$ cat src/rtl/uart_rx_cfg_if.sv
// uart_rx_cfg_if: receive-side bundle between the UART receiver and the
// logic that consumes its output.
//   out_data   : last received data word, LSB = first bit on the line
//   out_flag   : one-cycle strobe when a frame completes
//   parity_err : parity mismatch on the frame, valid from out_flag onward
//   frame_err  : a stop bit was sampled low
//   break_det  : every data, parity and stop sample was low
//   rx_busy    : a frame is in progress
// modport master = receiver (drives), modport slave = consumer (reads).
interface uart_rx_cfg_if #(
    parameter int DATA_BITS = 8
);
    logic [DATA_BITS-1:0] out_data;
    logic                 out_flag;
    logic                 parity_err;
    logic                 frame_err;
    logic                 break_det;
    logic                 rx_busy;

    modport master (
        output out_data, out_flag, parity_err, frame_err, break_det, rx_busy
    );

    modport slave (
        input out_data, out_flag, parity_err, frame_err, break_det, rx_busy
    );
endinterface

$ cat src/rtl/uart_rx_cfg.sv
// uart_rx_cfg: configurable UART receiver. Supports 5..9 data bits, optional
// odd/even parity and one or two stop bits. Each bit is decided by a 2-of-3
// majority around mid-bit. False starts are rejected, and parity, framing
// and break errors are reported alongside a one-cycle strobe per frame.
//   sys_clk : system clock, rising edge
//   sys_rst : asynchronous active-high reset
//   rx      : asynchronous serial input, idles high
//   rx_out  : receive bundle (uart_rx_cfg_if.master)
//
// state    | meaning
// S_IDLE   | waiting for a synchronised 1->0 edge, bit timer held at 0
// S_START  | timing the start bit, majority 1 rejects it as a glitch
// S_DATA   | shifting in DATA_BITS bits, LSB first
// S_PARITY | checking the parity bit (only if PARITY != 0)
// S_STOP   | checking STOP_BITS stop bits, the frame is published at the
//          | last stop decision point
module uart_rx_cfg #(
    parameter int CLK_FREQ  = 50000000,
    parameter int UART_BPS  = 921600,
    parameter int DATA_BITS = 8,
    parameter int PARITY    = 0,
    parameter int STOP_BITS = 1
) (
    input  logic            sys_clk,
    input  logic            sys_rst,
    input  logic            rx,
    uart_rx_cfg_if.master   rx_out
);

    localparam int BPS_CNT = CLK_FREQ / UART_BPS;
    localparam int HALF    = BPS_CNT / 2;
    localparam int CW      = $clog2(BPS_CNT);

    localparam logic [CW-1:0] CNT_LAST = CW'(BPS_CNT - 1);
    localparam logic [CW-1:0] SAMP_A   = CW'(HALF - 1);
    localparam logic [CW-1:0] SAMP_B   = CW'(HALF);
    localparam logic [CW-1:0] DECIDE   = CW'(HALF + 1);
    localparam logic [3:0]    DATA_LAST = 4'(DATA_BITS - 1);
    localparam logic [3:0]    STOP_LAST = 4'(STOP_BITS - 1);

    typedef enum logic [2:0] {
        S_IDLE,
        S_START,
        S_DATA,
        S_PARITY,
        S_STOP
    } state_t;

    state_t               state;
    logic [CW-1:0]        cnt;
    logic [3:0]           bit_idx;
    logic                 samp_a;
    logic                 samp_b;
    logic [DATA_BITS-1:0] shreg;
    logic                 par_acc;
    logic                 one_acc;
    logic                 ferr_acc;

    logic                 rx_s1;
    logic                 rx_s2;
    logic                 rx_s3;
    logic [1:0]           fill;
    logic                 armed;

    logic                 start_edge;
    logic                 maj;
    logic                 at_decide;

    // The synchroniser resets to 1, so a line held low through reset would
    // look like a falling edge once real samples arrive. armed is only set
    // after a genuine high sample has propagated through, which blocks that
    // phantom edge (and any partial frame still on the wire after reset).
    always_ff @(posedge sys_clk or posedge sys_rst) begin
        if (sys_rst) begin
            rx_s1 <= 1'b1;
            rx_s2 <= 1'b1;
            rx_s3 <= 1'b1;
            fill  <= 2'b00;
            armed <= 1'b0;
        end else begin
            rx_s1 <= rx;
            rx_s2 <= rx_s1;
            rx_s3 <= rx_s2;
            fill  <= {fill[0], 1'b1};
            if (fill[1] && rx_s2) begin
                armed <= 1'b1;
            end
        end
    end

    assign start_edge = armed & rx_s3 & ~rx_s2;
    assign maj        = (samp_a & samp_b) | (samp_a & rx_s2) | (samp_b & rx_s2);
    assign at_decide  = (cnt == DECIDE);

    always_ff @(posedge sys_clk or posedge sys_rst) begin
        if (sys_rst) begin
            state             <= S_IDLE;
            cnt               <= '0;
            bit_idx           <= '0;
            samp_a            <= 1'b1;
            samp_b            <= 1'b1;
            shreg             <= '0;
            par_acc           <= 1'b0;
            one_acc           <= 1'b0;
            ferr_acc          <= 1'b0;
            rx_out.out_data   <= '0;
            rx_out.out_flag   <= 1'b0;
            rx_out.parity_err <= 1'b0;
            rx_out.frame_err  <= 1'b0;
            rx_out.break_det  <= 1'b0;
            rx_out.rx_busy    <= 1'b0;
        end else begin
            rx_out.out_flag <= 1'b0;

            if (state == S_IDLE || cnt == CNT_LAST) begin
                cnt <= '0;
            end else begin
                cnt <= cnt + CW'(1);
            end

            if (cnt == SAMP_A) begin
                samp_a <= rx_s2;
            end
            if (cnt == SAMP_B) begin
                samp_b <= rx_s2;
            end

            case (state)
                S_IDLE: begin
                    if (start_edge) begin
                        state          <= S_START;
                        bit_idx        <= '0;
                        par_acc        <= 1'b0;
                        one_acc        <= 1'b0;
                        ferr_acc       <= 1'b0;
                        rx_out.rx_busy <= 1'b1;
                    end
                end

                S_START: begin
                    if (at_decide) begin
                        if (maj) begin
                            state          <= S_IDLE;
                            cnt            <= '0;
                            rx_out.rx_busy <= 1'b0;
                        end else begin
                            state <= S_DATA;
                        end
                    end
                end

                S_DATA: begin
                    if (at_decide) begin
                        shreg   <= {maj, shreg[DATA_BITS-1:1]};
                        par_acc <= par_acc ^ maj;
                        one_acc <= one_acc | maj;
                        if (bit_idx == DATA_LAST) begin
                            bit_idx <= '0;
                            state   <= (PARITY != 0) ? S_PARITY : S_STOP;
                        end else begin
                            bit_idx <= bit_idx + 4'd1;
                        end
                    end
                end

                S_PARITY: begin
                    if (at_decide) begin
                        par_acc <= par_acc ^ maj;
                        one_acc <= one_acc | maj;
                        state   <= S_STOP;
                    end
                end

                S_STOP: begin
                    if (at_decide) begin
                        if (bit_idx == STOP_LAST) begin
                            // Leave at the decision point rather than the end
                            // of the stop bit so a back-to-back start edge is
                            // already seen from IDLE.
                            state             <= S_IDLE;
                            cnt               <= '0;
                            rx_out.rx_busy    <= 1'b0;
                            rx_out.out_flag   <= 1'b1;
                            rx_out.out_data   <= shreg;
                            rx_out.frame_err  <= ferr_acc | ~maj;
                            rx_out.break_det  <= ~(one_acc | maj);
                            // par_acc holds XOR of data and parity bits:
                            // odd parity expects 1, even parity expects 0.
                            rx_out.parity_err <= (PARITY == 1) ? ~par_acc :
                                                 (PARITY == 2) ?  par_acc : 1'b0;
                        end else begin
                            bit_idx  <= bit_idx + 4'd1;
                            ferr_acc <= ferr_acc | ~maj;
                            one_acc  <= one_acc | maj;
                        end
                    end
                end

                default: begin
                    state <= S_IDLE;
                end
            endcase
        end
    end

endmodule

$ cat src/flat_wrapper.sv
// flat-port wrapper written by rule: the top's interface ports become plain ports
module uart_rx_cfg_flat 
#(
    parameter int CLK_FREQ  = 50000000,
    parameter int UART_BPS  = 921600,
    parameter int DATA_BITS = 8,
    parameter int PARITY    = 0,
    parameter int STOP_BITS = 1
)
  (sys_clk, sys_rst, rx, rx_out_out_data, rx_out_out_flag, rx_out_parity_err, rx_out_frame_err, rx_out_break_det, rx_out_rx_busy);
  uart_rx_cfg_if #(.DATA_BITS(DATA_BITS)) rx_out_i ();
  input  logic sys_clk;
  input  logic sys_rst;
  input  logic rx;
  output wire logic [$bits(rx_out_i.out_data)-1:0] rx_out_out_data;
  output wire logic [$bits(rx_out_i.out_flag)-1:0] rx_out_out_flag;
  output wire logic [$bits(rx_out_i.parity_err)-1:0] rx_out_parity_err;
  output wire logic [$bits(rx_out_i.frame_err)-1:0] rx_out_frame_err;
  output wire logic [$bits(rx_out_i.break_det)-1:0] rx_out_break_det;
  output wire logic [$bits(rx_out_i.rx_busy)-1:0] rx_out_rx_busy;
  assign rx_out_out_data = rx_out_i.out_data;
  assign rx_out_out_flag = rx_out_i.out_flag;
  assign rx_out_parity_err = rx_out_i.parity_err;
  assign rx_out_frame_err = rx_out_i.frame_err;
  assign rx_out_break_det = rx_out_i.break_det;
  assign rx_out_rx_busy = rx_out_i.rx_busy;
  uart_rx_cfg #(.CLK_FREQ(CLK_FREQ), .UART_BPS(UART_BPS), .DATA_BITS(DATA_BITS), .PARITY(PARITY), .STOP_BITS(STOP_BITS)) u_core (.sys_clk(sys_clk), .sys_rst(sys_rst), .rx(rx), .rx_out(rx_out_i));
endmodule
$ cat config.mk
export PLATFORM = sky130hd
export DESIGN_NAME = uart_rx_cfg_flat
export DESIGN_NICKNAME = d
export VERILOG_FILES = /design/src/rtl/uart_rx_cfg_if.sv /design/src/rtl/uart_rx_cfg.sv /design/src/flat_wrapper.sv
export SDC_FILE = /design/constraint.sdc
export NUM_CORES = 1
export LEC_CHECK = 0
export CAP_MARGIN = 25
export CORE_MARGIN = 4
export CORE_UTILIZATION = 29
export DETAILED_ROUTE_END_ITERATION = 12
export DONT_BUFFER_PORTS = 1
export GPL_ROUTABILITY_DRIVEN = 0
export MAX_ROUTING_LAYER = met4
export SLEW_MARGIN = 5
export SYNTH_ARGS = -nofsm -noshare
export SYNTH_HDL_FRONTEND = slang
export SYNTH_SLANG_ARGS = --single-unit
$ cat constraint.sdc
create_clock -name sys_clk -period 5.5 [get_ports sys_clk]
set_clock_uncertainty 0.2 [all_clocks]
set_input_delay 1.65 -clock sys_clk [delete_from_list [all_inputs] [get_ports sys_clk]]
set_output_delay 1.65 -clock sys_clk [all_outputs]
set_load 0.01 [all_outputs]
# Word level (Yosys, flattened, before mapping)
# Index checks and enable logic that the tools add are counted.
# Widths: inputs -> output; s select.
[classes]
add_sub_neg = 2
n_eq_ne = 19
n_mux = 38
n_bitwise = 12
n_reduce_logical = 16
[ops]
columns = ["operator", "n"]
rows = [
  ["$mux 6", 5],
  ["$mux 3", 7],
  ["$mux 4", 5],
  ["$eq 6x5->1 const B", 3],
  ["$ne 2x1->1 const B", 9],
  ["$pmux 3 s5", 1],
  ["$mux 1", 14],
  ["$pmux 4 s3", 1],
  ["$pmux 6 s2", 1],
  ["$reduce_and 5->1", 2],
  ["$reduce_bool 3->1", 3],
  ["$reduce_and 7->1", 1],
  ["$add 6x1->6 const B", 1],
  ["$eq 3x2->1 const B", 2],
  ["$eq 6x6->1 const B", 1],
  ["$pmux 1 s3", 2],
  ["$reduce_and 6->1", 1],
  ["$and 1x1->1", 5],
  ["$add 4x1->4 const B", 1],
  ["$eq 4x3->1 const B", 1],
  ["$logic_not 4->1", 1],
  ["$or 1x1->1", 4],
  ["$reduce_and 4->1", 1],
  ["$eq 3x1->1 const B", 1],
  ["12 further kinds", 14],
]
[totals]
ff_bits = 43
output_inout_bits = 13
wordCells = 105

# Depth between registers and ports, before layout
# Gate-level depths: netlist of the first run.
[depth]
ltp_word = 8
ltp_mapped = 7
depth_no_buf = 6

# Worst setup path before layout of the first run
# Ideal clock, no wire load.
[synth_path]
kind = "reg2out"
start = "register u_core.rx_out.rx_busy"
end = "output port rx_out_rx_busy"
t_arrival_ns = 0.385
slack_ns = 3.265
path_stages_with_launch = 1
n_path_buf = 0
cell_sequence = "dfrtp_1"
[synth_rtl]
columns = ["item", "line_no", "rtl"]
rows = [
  ["from (decl)", "uart_rx_cfg_if.sv:21", "output out_data, out_flag, parity_err, frame_err, break_det, rx_busy"],
  ["from (signal assigned)", "uart_rx_cfg.sv:111", "rx_out.rx_busy <= 1'b0;"],
  ["from (signal assigned)", "uart_rx_cfg.sv:136", "rx_out.rx_busy <= 1'b1;"],
  ["from (signal assigned)", "uart_rx_cfg.sv:145", "rx_out.rx_busy <= 1'b0;"],
  ["to (decl)", "flat_wrapper.sv:20", "output wire logic [$bits(rx_out_i.rx_busy)-1:0] rx_out_rx_busy;"],
]
# No word-level cell between the ends.

# Final worst setup path of the first run
[layout_path]
start = "register u_core.rx_out.rx_busy"
end = "output port rx_out_rx_busy"
# No word-level cell between the ends.

==> results.txt, run 1 <==
- The count of buffers added on input and output ports is 0.
* TritonCTS sink count: 43
- The clock passes through at most 2 buffers.
- Die Width: about 90 um
- # diodes: 0
- After synthesis, flip-flops and latches occupy between 50% and 60% of the total area.
* Clock Latency Late Sink: 300 ps
- The tightest hold path in the finished design has a slack of 155 ps.
* Total non-filler cell area in the finished layout: 2200 um^2
- Post-Layout Cell Count: 244
- Die height: 90.8 um
* Final total negative setup slack: 0 ps
* Top fanout value on the critical path: 2
* Leading cell type in the layout, fill and taps excluded: sky130_fd_sc_hd__dfrtp_1
- After layout, the minimum clock period comes to 2590 ps.
- STA classifies the critical path endpoint as a primary output.
* CP Class: register to primary output
- The worst register-to-register path has a setup slack of 2990 ps.
* Layout-stage area growth over the synthesis result: 10.5%
- Drt via density: 4.90
* Number of buffers added to fix hold violations after cts: 0
* Sequential cell area in the final layout: 1080 um^2
- The via count of the first global-routing pass is roughly 1200.
* 1st-pass router iterations: 4
- TritonCTS built the clock tree.
- The startpoint identified for the worst register-to-register timing path is u_core.bit_idx[0].
- Std-Cell Core Area: approximately 6500 um^2
* Antenna violations before repair: 0
* Wire length of the first global-routing pass: 6080 um
* Antenna-violating nets left: 0
- Crit Reg-Reg Endpoint: u_core.rx_out.out_data[7]
- Power spread over the standard cell area amounts to 384 nW/um^2.
* Data arrival at the endpoint of the critical path: about 740 ps
- CP endpoint: rx_out_rx_busy
* Distinct cell type count of the synthesized netlist: 44
- Summing all multi-input logic gate instances after layout gives approximately 840 um^2.
- Total nets after synthesis: 173
- For this design the static power due to leakage is 0.000968 uW.
- The run finished with clean final reports.
- Cell at the root of the clock tree: sky130_fd_sc_hd__clkbuf_8
* Leading cell types in the layout, fill and taps excluded: sky130_fd_sc_hd__dfrtp_1, sky130_fd_sc_hd__mux2_2, sky130_fd_sc_hd__inv_1
* Clock Pin Slew Worst Setup and Hold Paths: 90 ps
* Number of enable flip-flop cells after synthesis: 0
* Fraction of final layout cells sized beyond drive strength 1: 25.1%
- Area of the die: 8250 um^2
* Placement row count: 29
* Synth Flop Type: sky130_fd_sc_hd__dfrtp_1
- HP Class: register to register
- Summing all placed instances gives a cell area of 2060 um^2.
- For this configuration, the core starts out at a cell density of a little over 30%.
- Entering global routing, the biggest net connects 44 pins.
- Once placement completed, the tool counted placed cells totaling 236.
- Ys Warns: 0
- For this run, design rule violations remaining after detail routing come to 0.
* CP Data Required Time: 3650 ps
* Path depth of the worst reg2reg path: 5
* Initial DRC Count: 98
* Count of nets after finishing: about 180
* Startpoint type of the worst setup path: register
- The max-slew violation count was 0.
* Final period utilization: between 40 and 50%
- Vias after detailed routing: 1195
* Setup ws final: slightly below 3000 ps
* Final hold violation count: 0
* Logic depth of the worst path, buffers included: 0
- For this block, the routed nets add up to approximately 3400 um of wire.
- Post-Place Setup Slack: just over 3000 ps
- Fill cells in the final layout number around 600.
- Number of setup buffers added after CTS: 0
- The synthesized design contains 43 register bits.
- Headroom to the max-slew limit: 57.2%
- Max Clock Freq: 387 MHz
- Count of max-cap constraint violations: 0
* Slew of the pin with the lowest slew margin: ~640 ps
* Final HPWL DP: around 2400 um
- Number of gates resized after cts: 0
- Global routing finished with a remaining overflow of 0.
* Routed length per placed instance: 13.8 um
- Post-synthesis cell count: around 160
- Tracing the worst setup path back leads to its startpoint at u_core.rx_out.rx_busy.
* Overall fraction of global-route tracks in use: between 9 and 10%
- Counting the buffers created by CTS gives 5.
* Area of the mapped netlist: 1990 um^2
* Worst VDD drop: 0.208 mV
* Share of flip-flops with an asynchronous set or reset: 100%
- IO Pins: 16
* RSZ-0062 raised after global routing: false
- Htree depth: 2
- A synthesized cell averages 12.1 um^2.
- Total of endpoints with negative setup slack in the final report: 0
power breakdown:
group          total (uW)  internal (uW)  switching [uW]
sequential            405            350            54.7
combinational         146           62.7            83.2
clock                 294            181             112
total                 844            594             250
per-stage QoR:
step,power (uW),utilization [%]
after floorplan,525,-
after global placement,555,31.7
after detailed placement,559,31.7
after CTS,856,33.8
after global routing,905,33.8
final,844,33.8
layer usage:
metal | part of all wire [%] | vias up | track usage, %
met2 | 44 | 21 | 13.0
met4 | 0.80 | 0 | 3.39
met3 | 4.0 | 4 | 3.00
met5 | 0 | - | -
met1 | 51 | 595 | 12.6
li1 | - | 575 | -
kinds of logic (layout without fill, tap and decap cells):
| family | count (synthesis) | after routing | synth area share, % |
|---|---|---|---|
| buffers and inverters | 16 | 19 | 3.46 |
| AND/OR/NAND/NOR | 50 | 50 | 14.5 |
| flip-flops | 43 | 43 | 54.4 |
| multiplexers | 23 | 23 | 12.8 |
| AO/OA/AOI/OAI | 18 | 18 | 7.99 |
| XOR/XNOR | 5 | 5 | 2.20 |
| adder cells (fa/ha/maj) | 7 | 7 | 4.28 |
| other | 2 | 2 | 0.377 |
cell usage after synthesis (all sizes together), types with 2 or more instances:
cell type	number	area, um^2
dfrtp	38	951
mux2	20	225
inv	10	37.5
nand2	8	32.5
nand3	7	35.0
nor2	7	26.3
ha	6	75.1
nor3	6	30.0
buf	5	27.5
dfstp	5	131
nor3b	4	30.0
a21oi	3	18.8
a32o	3	30.0
mux2i	3	30.0
nand2b	3	18.8
nand3b	3	22.5
o21ai	3	15.0
or3	3	18.8
xor2	3	26.3
conb	2	7.51
or2	2	12.5
or4	2	22.5
xnor2	2	17.5
sequential cells by signal, summed over array words and instances, names as in the netlist:
| signal | cells |
|---|---|
| u_core.shreg | 8 |
| u_core.rx_s3 | 1 |
| u_core.armed | 1 |
| u_core.rx_out.out_data | 8 |
| u_core.rx_out.frame_err | 1 |
| u_core.fill | 2 |
| u_core.samp_a | 1 |
| u_core.state | 3 |
| u_core.cnt | 6 |
| u_core.rx_out.rx_busy | 1 |
| u_core.rx_out.out_flag | 1 |
| u_core.rx_out.break_det | 1 |
| u_core.samp_b | 1 |
| u_core.rx_s2 | 1 |
| u_core.one_acc | 1 |
| u_core.ferr_acc | 1 |
| u_core.bit_idx | 4 |
| u_core.rx_s1 | 1 |
worst min path at each step:
stage                   start        endpoint  slack [ps]  cells past startpoint
2_1_floorplan  u_core.fill[0]  u_core.fill[1]         130                      0
3_3_place_gp   u_core.fill[0]  u_core.fill[1]         130                      0
3_5_place_dp   u_core.fill[0]  u_core.fill[1]         140                      0
4_1_cts        u_core.fill[0]  u_core.fill[1]         150                      0
5_1_grt          u_core.rx_s1    u_core.rx_s2         170                      0
6_report       u_core.fill[0]  u_core.fill[1]         150                      0
layout make-up:
type,count,share of cell area [%]
sequential,43,49.2
inverter,10,1.71
clock inverter,3,3.07
clock buffer,5,3.13
timing repair buffer,1,0.341
tap,77,4.38
multi-input combinational,105,38.1
Note: power is estimated with default switching activity, not from simulation.
==> inputs of run 2 (changes only) <==
==> constraint.sdc (replaced) <==
create_clock -name sys_clk -period 2.35 [get_ports sys_clk]
set_clock_uncertainty 0.2 [all_clocks]
set_input_delay 0.705 -clock sys_clk [delete_from_list [all_inputs] [get_ports sys_clk]]
set_output_delay 0.705 -clock sys_clk [all_outputs]
set_load 0.01 [all_outputs]
==> results.txt, run 2 (synthesized netlist as in run 1, its figures left out) <==
- Leading cell types in the layout, fill and taps excluded: sky130_fd_sc_hd__dfrtp_1, sky130_fd_sc_hd__mux2_2, sky130_fd_sc_hd__inv_1, sky130_fd_sc_hd__buf_4
- # diodes: 0
* CP Data Required Time: 2360 ps
- 16 I/O pins were placed.
- The share of total power dissipated in sequential elements is ~50%.
- After clock tree synthesis, the clock-pin slew on the worst setup and hold paths is 80 ps.
* Worst hold path endpoint: u_core.fill[1]
- The worst hold path was traced through 0 stages.
- Number of buffers added to fix hold violations after cts: 0
- Drt via density: 4.80
- Post-Place Setup Slack: 209 ps
* Die height: 90.8 um
* Total overflow reported by the global router: 0
- Entering global routing, the biggest net connects 26 pins.
- Initial DRC Count: 100
- Wire length of the first global-routing pass: 5910 um
- Count of nets after finishing: 182
* Fill cell instance count of the final layout: ~630
* Leak pwr: 0.00100 uW
* Total DRC errors in the routed layout: 0
- The floorplan step defined a die boundary enclosing 8250 um^2.
* Headroom to the max-slew limit: 44.6%
- The endpoint identified for the worst register-to-register timing path is u_core.bit_idx[0].
- Across the VDD grid, the largest voltage drop is around 0.33 mV.
- Minimum clock period: ~2100 ps
- Int Pwr: around 1300 uW
- Final-report max-slew violation count: 0
* Final total negative setup slack: 0 ps
* Routed length per placed instance: 13.2 um
* TritonCTS sink count: between 40 and 50
- Along the worst path, the maximum fanout reaches 5.
- Once layout is complete, the utilization of the core stands at 34.4%.
* Flop-to-flop setup slack: 230 ps
* Final period utilization: 90.1%
- Antenna violations before repair: 0
- Placement row count: 29
- STA classifies the critical path startpoint as a register.
* Cell at the root of the clock tree: sky130_fd_sc_hd__clkbuf_8
* CTS tree: done
* Element type at the critical path end: register
- After detailed routing, the total wire length is 3320 um.
* Number of setup buffers added after CTS: 0
* Overall fraction of global-route tracks in use: under 10%
- Path depth of the worst reg2reg path: 6
* Total of endpoints with negative setup slack in the final report: 0
- The H-tree generated during clock tree synthesis spans 2 levels.
- The run finished with clean final reports.
* Launch point of the worst reg-to-reg path: u_core.cnt[0]
- Clock Tree Buf Depth: 2
- The via count of the first global-routing pass was ~1200.
- At the pin with the least slew margin, the transition time is just over 800 ps.
- Setup ws final: approximately 230 ps
* RSZ-0062 raised after global routing: false
* 1st-pass router iterations: 4
- Max Clock Freq: 472 MHz
- CP Class: register to register
* Registers with the highest flip-flop counts: u_core.rx_out.out_data (8), u_core.shreg (8), u_core.cnt (6)
- Dividing total power by cell area gives a power density of between 800 and 900 nW/um^2.
* Fraction of final layout cells sized beyond drive strength 1: 28.7%
* Final hold violation count: 0
- HP Class: register to register
- For this configuration, the core starts out at a cell density of 30.6%.
* Count of max-cap constraint violations: 0
- Combinational logic burns approximately a fifth of the power.
- Final HPWL DP: roughly 2500 um
- Relative to the synthesized area, the layout overhead comes to 12.5%.
- Leaving out fill and tap cells, the most frequent cell in the layout is sky130_fd_sc_hd__dfrtp_1.
* Hold path startpoint: u_core.fill[0]
* Total CTS buffers: 5
* Vias after detailed routing: 1206
- The core region is 6490 um^2.
- Reported net switching power: 571 uW
- In this run the horizontal extent of the chip is 90.8 um.
- Data arrival at the endpoint of the critical path: about 2100 ps
- Final hold analysis gives a worst-case slack of 151 ps.
- In this run switching power makes up 30.1% of total power.
- Antenna-violating nets left: 0
- Clock Latency Late Sink: 290 ps
- The share of total power dissipated in the clock network is 30.9%.
- # port buffers: 0
[run 2: power groups by stage]
stage	Sequential (uW)	Clock [uW]	Combinational, uW
2_1_floorplan	889	0	339
3_3_place_gp	956	0	368
3_5_place_dp	953	0	372
4_1_cts	940	605	378
5_1_grt	961	645	435
6_report	939	586	372
[run 2: layout make-up]
| cell class | count | area (um^2) | area share [%] |
|---|---|---|---|
| clock buffers | 6 | 82.6 | 3.69 |
| clock inverters | 2 | 35.0 | 1.57 |
| repair buffers | 8 | 60.1 | 2.68 |
| inverters | 10 | 37.5 | 1.68 |
| multi-input cells | 105 | 843 | 37.7 |
| flip-flops and latches | 43 | 1080 | 48.4 |
| well taps | 77 | 96.3 | 4.31 |
[run 2: worst max-delay path, cell delays in order, from the launching register on]
cell,delay (ps)
sky130_fd_sc_hd__dfrtp_1,430
sky130_fd_sc_hd__inv_1,100
sky130_fd_sc_hd__ha_1,170
sky130_fd_sc_hd__nand3b_1,140
sky130_fd_sc_hd__or4_4,570
sky130_fd_sc_hd__a21oi_2,240
sky130_fd_sc_hd__mux2i_1,210
[run 2: what timing repair did]
action | CTS | global route
endpoints found under the hold margin | 0 | 0
setup endpoints to repair | 0 | 1
gates resized for setup | 0 | 1
[run 2: metal layers]
layer / vias to the layer above / global-route usage, % / part of all wire, %
met3: 6 / 2.92 / 4.5
met5: - / - / 0
met2: 20 / 13.8 / 47
met4: 0 / 3.02 / 0.87
li1: 592 / - / -
met1: 588 / 11.5 / 47
[run 2: worst max path at each step]
stage	start	to	slack [ps]	cells after the start
global route	u_core.cnt[0]	u_core.bit_idx[1]	70	6
global placement	u_core.bit_idx[0]	u_core.cnt[3]	210	7
floorplan	u_core.cnt[0]	u_core.bit_idx[3]	370	6
finish	u_core.cnt[0]	u_core.bit_idx[0]	230	6
CTS	u_core.bit_idx[0]	u_core.cnt[5]	190	7
detailed placement	u_core.bit_idx[0]	u_core.cnt[4]	210	7
[run 2: per-stage QoR]
step | total power, uW | cells | cell area [um^2]
floorplan | 1230 | 164 | 1990
global placement | 1320 | 243 | 2110
detailed placement | 1330 | 243 | 2110
CTS | 1920 | 251 | 2230
global route | 2040 | 251 | 2240
finish | 1900 | 251 | 2240
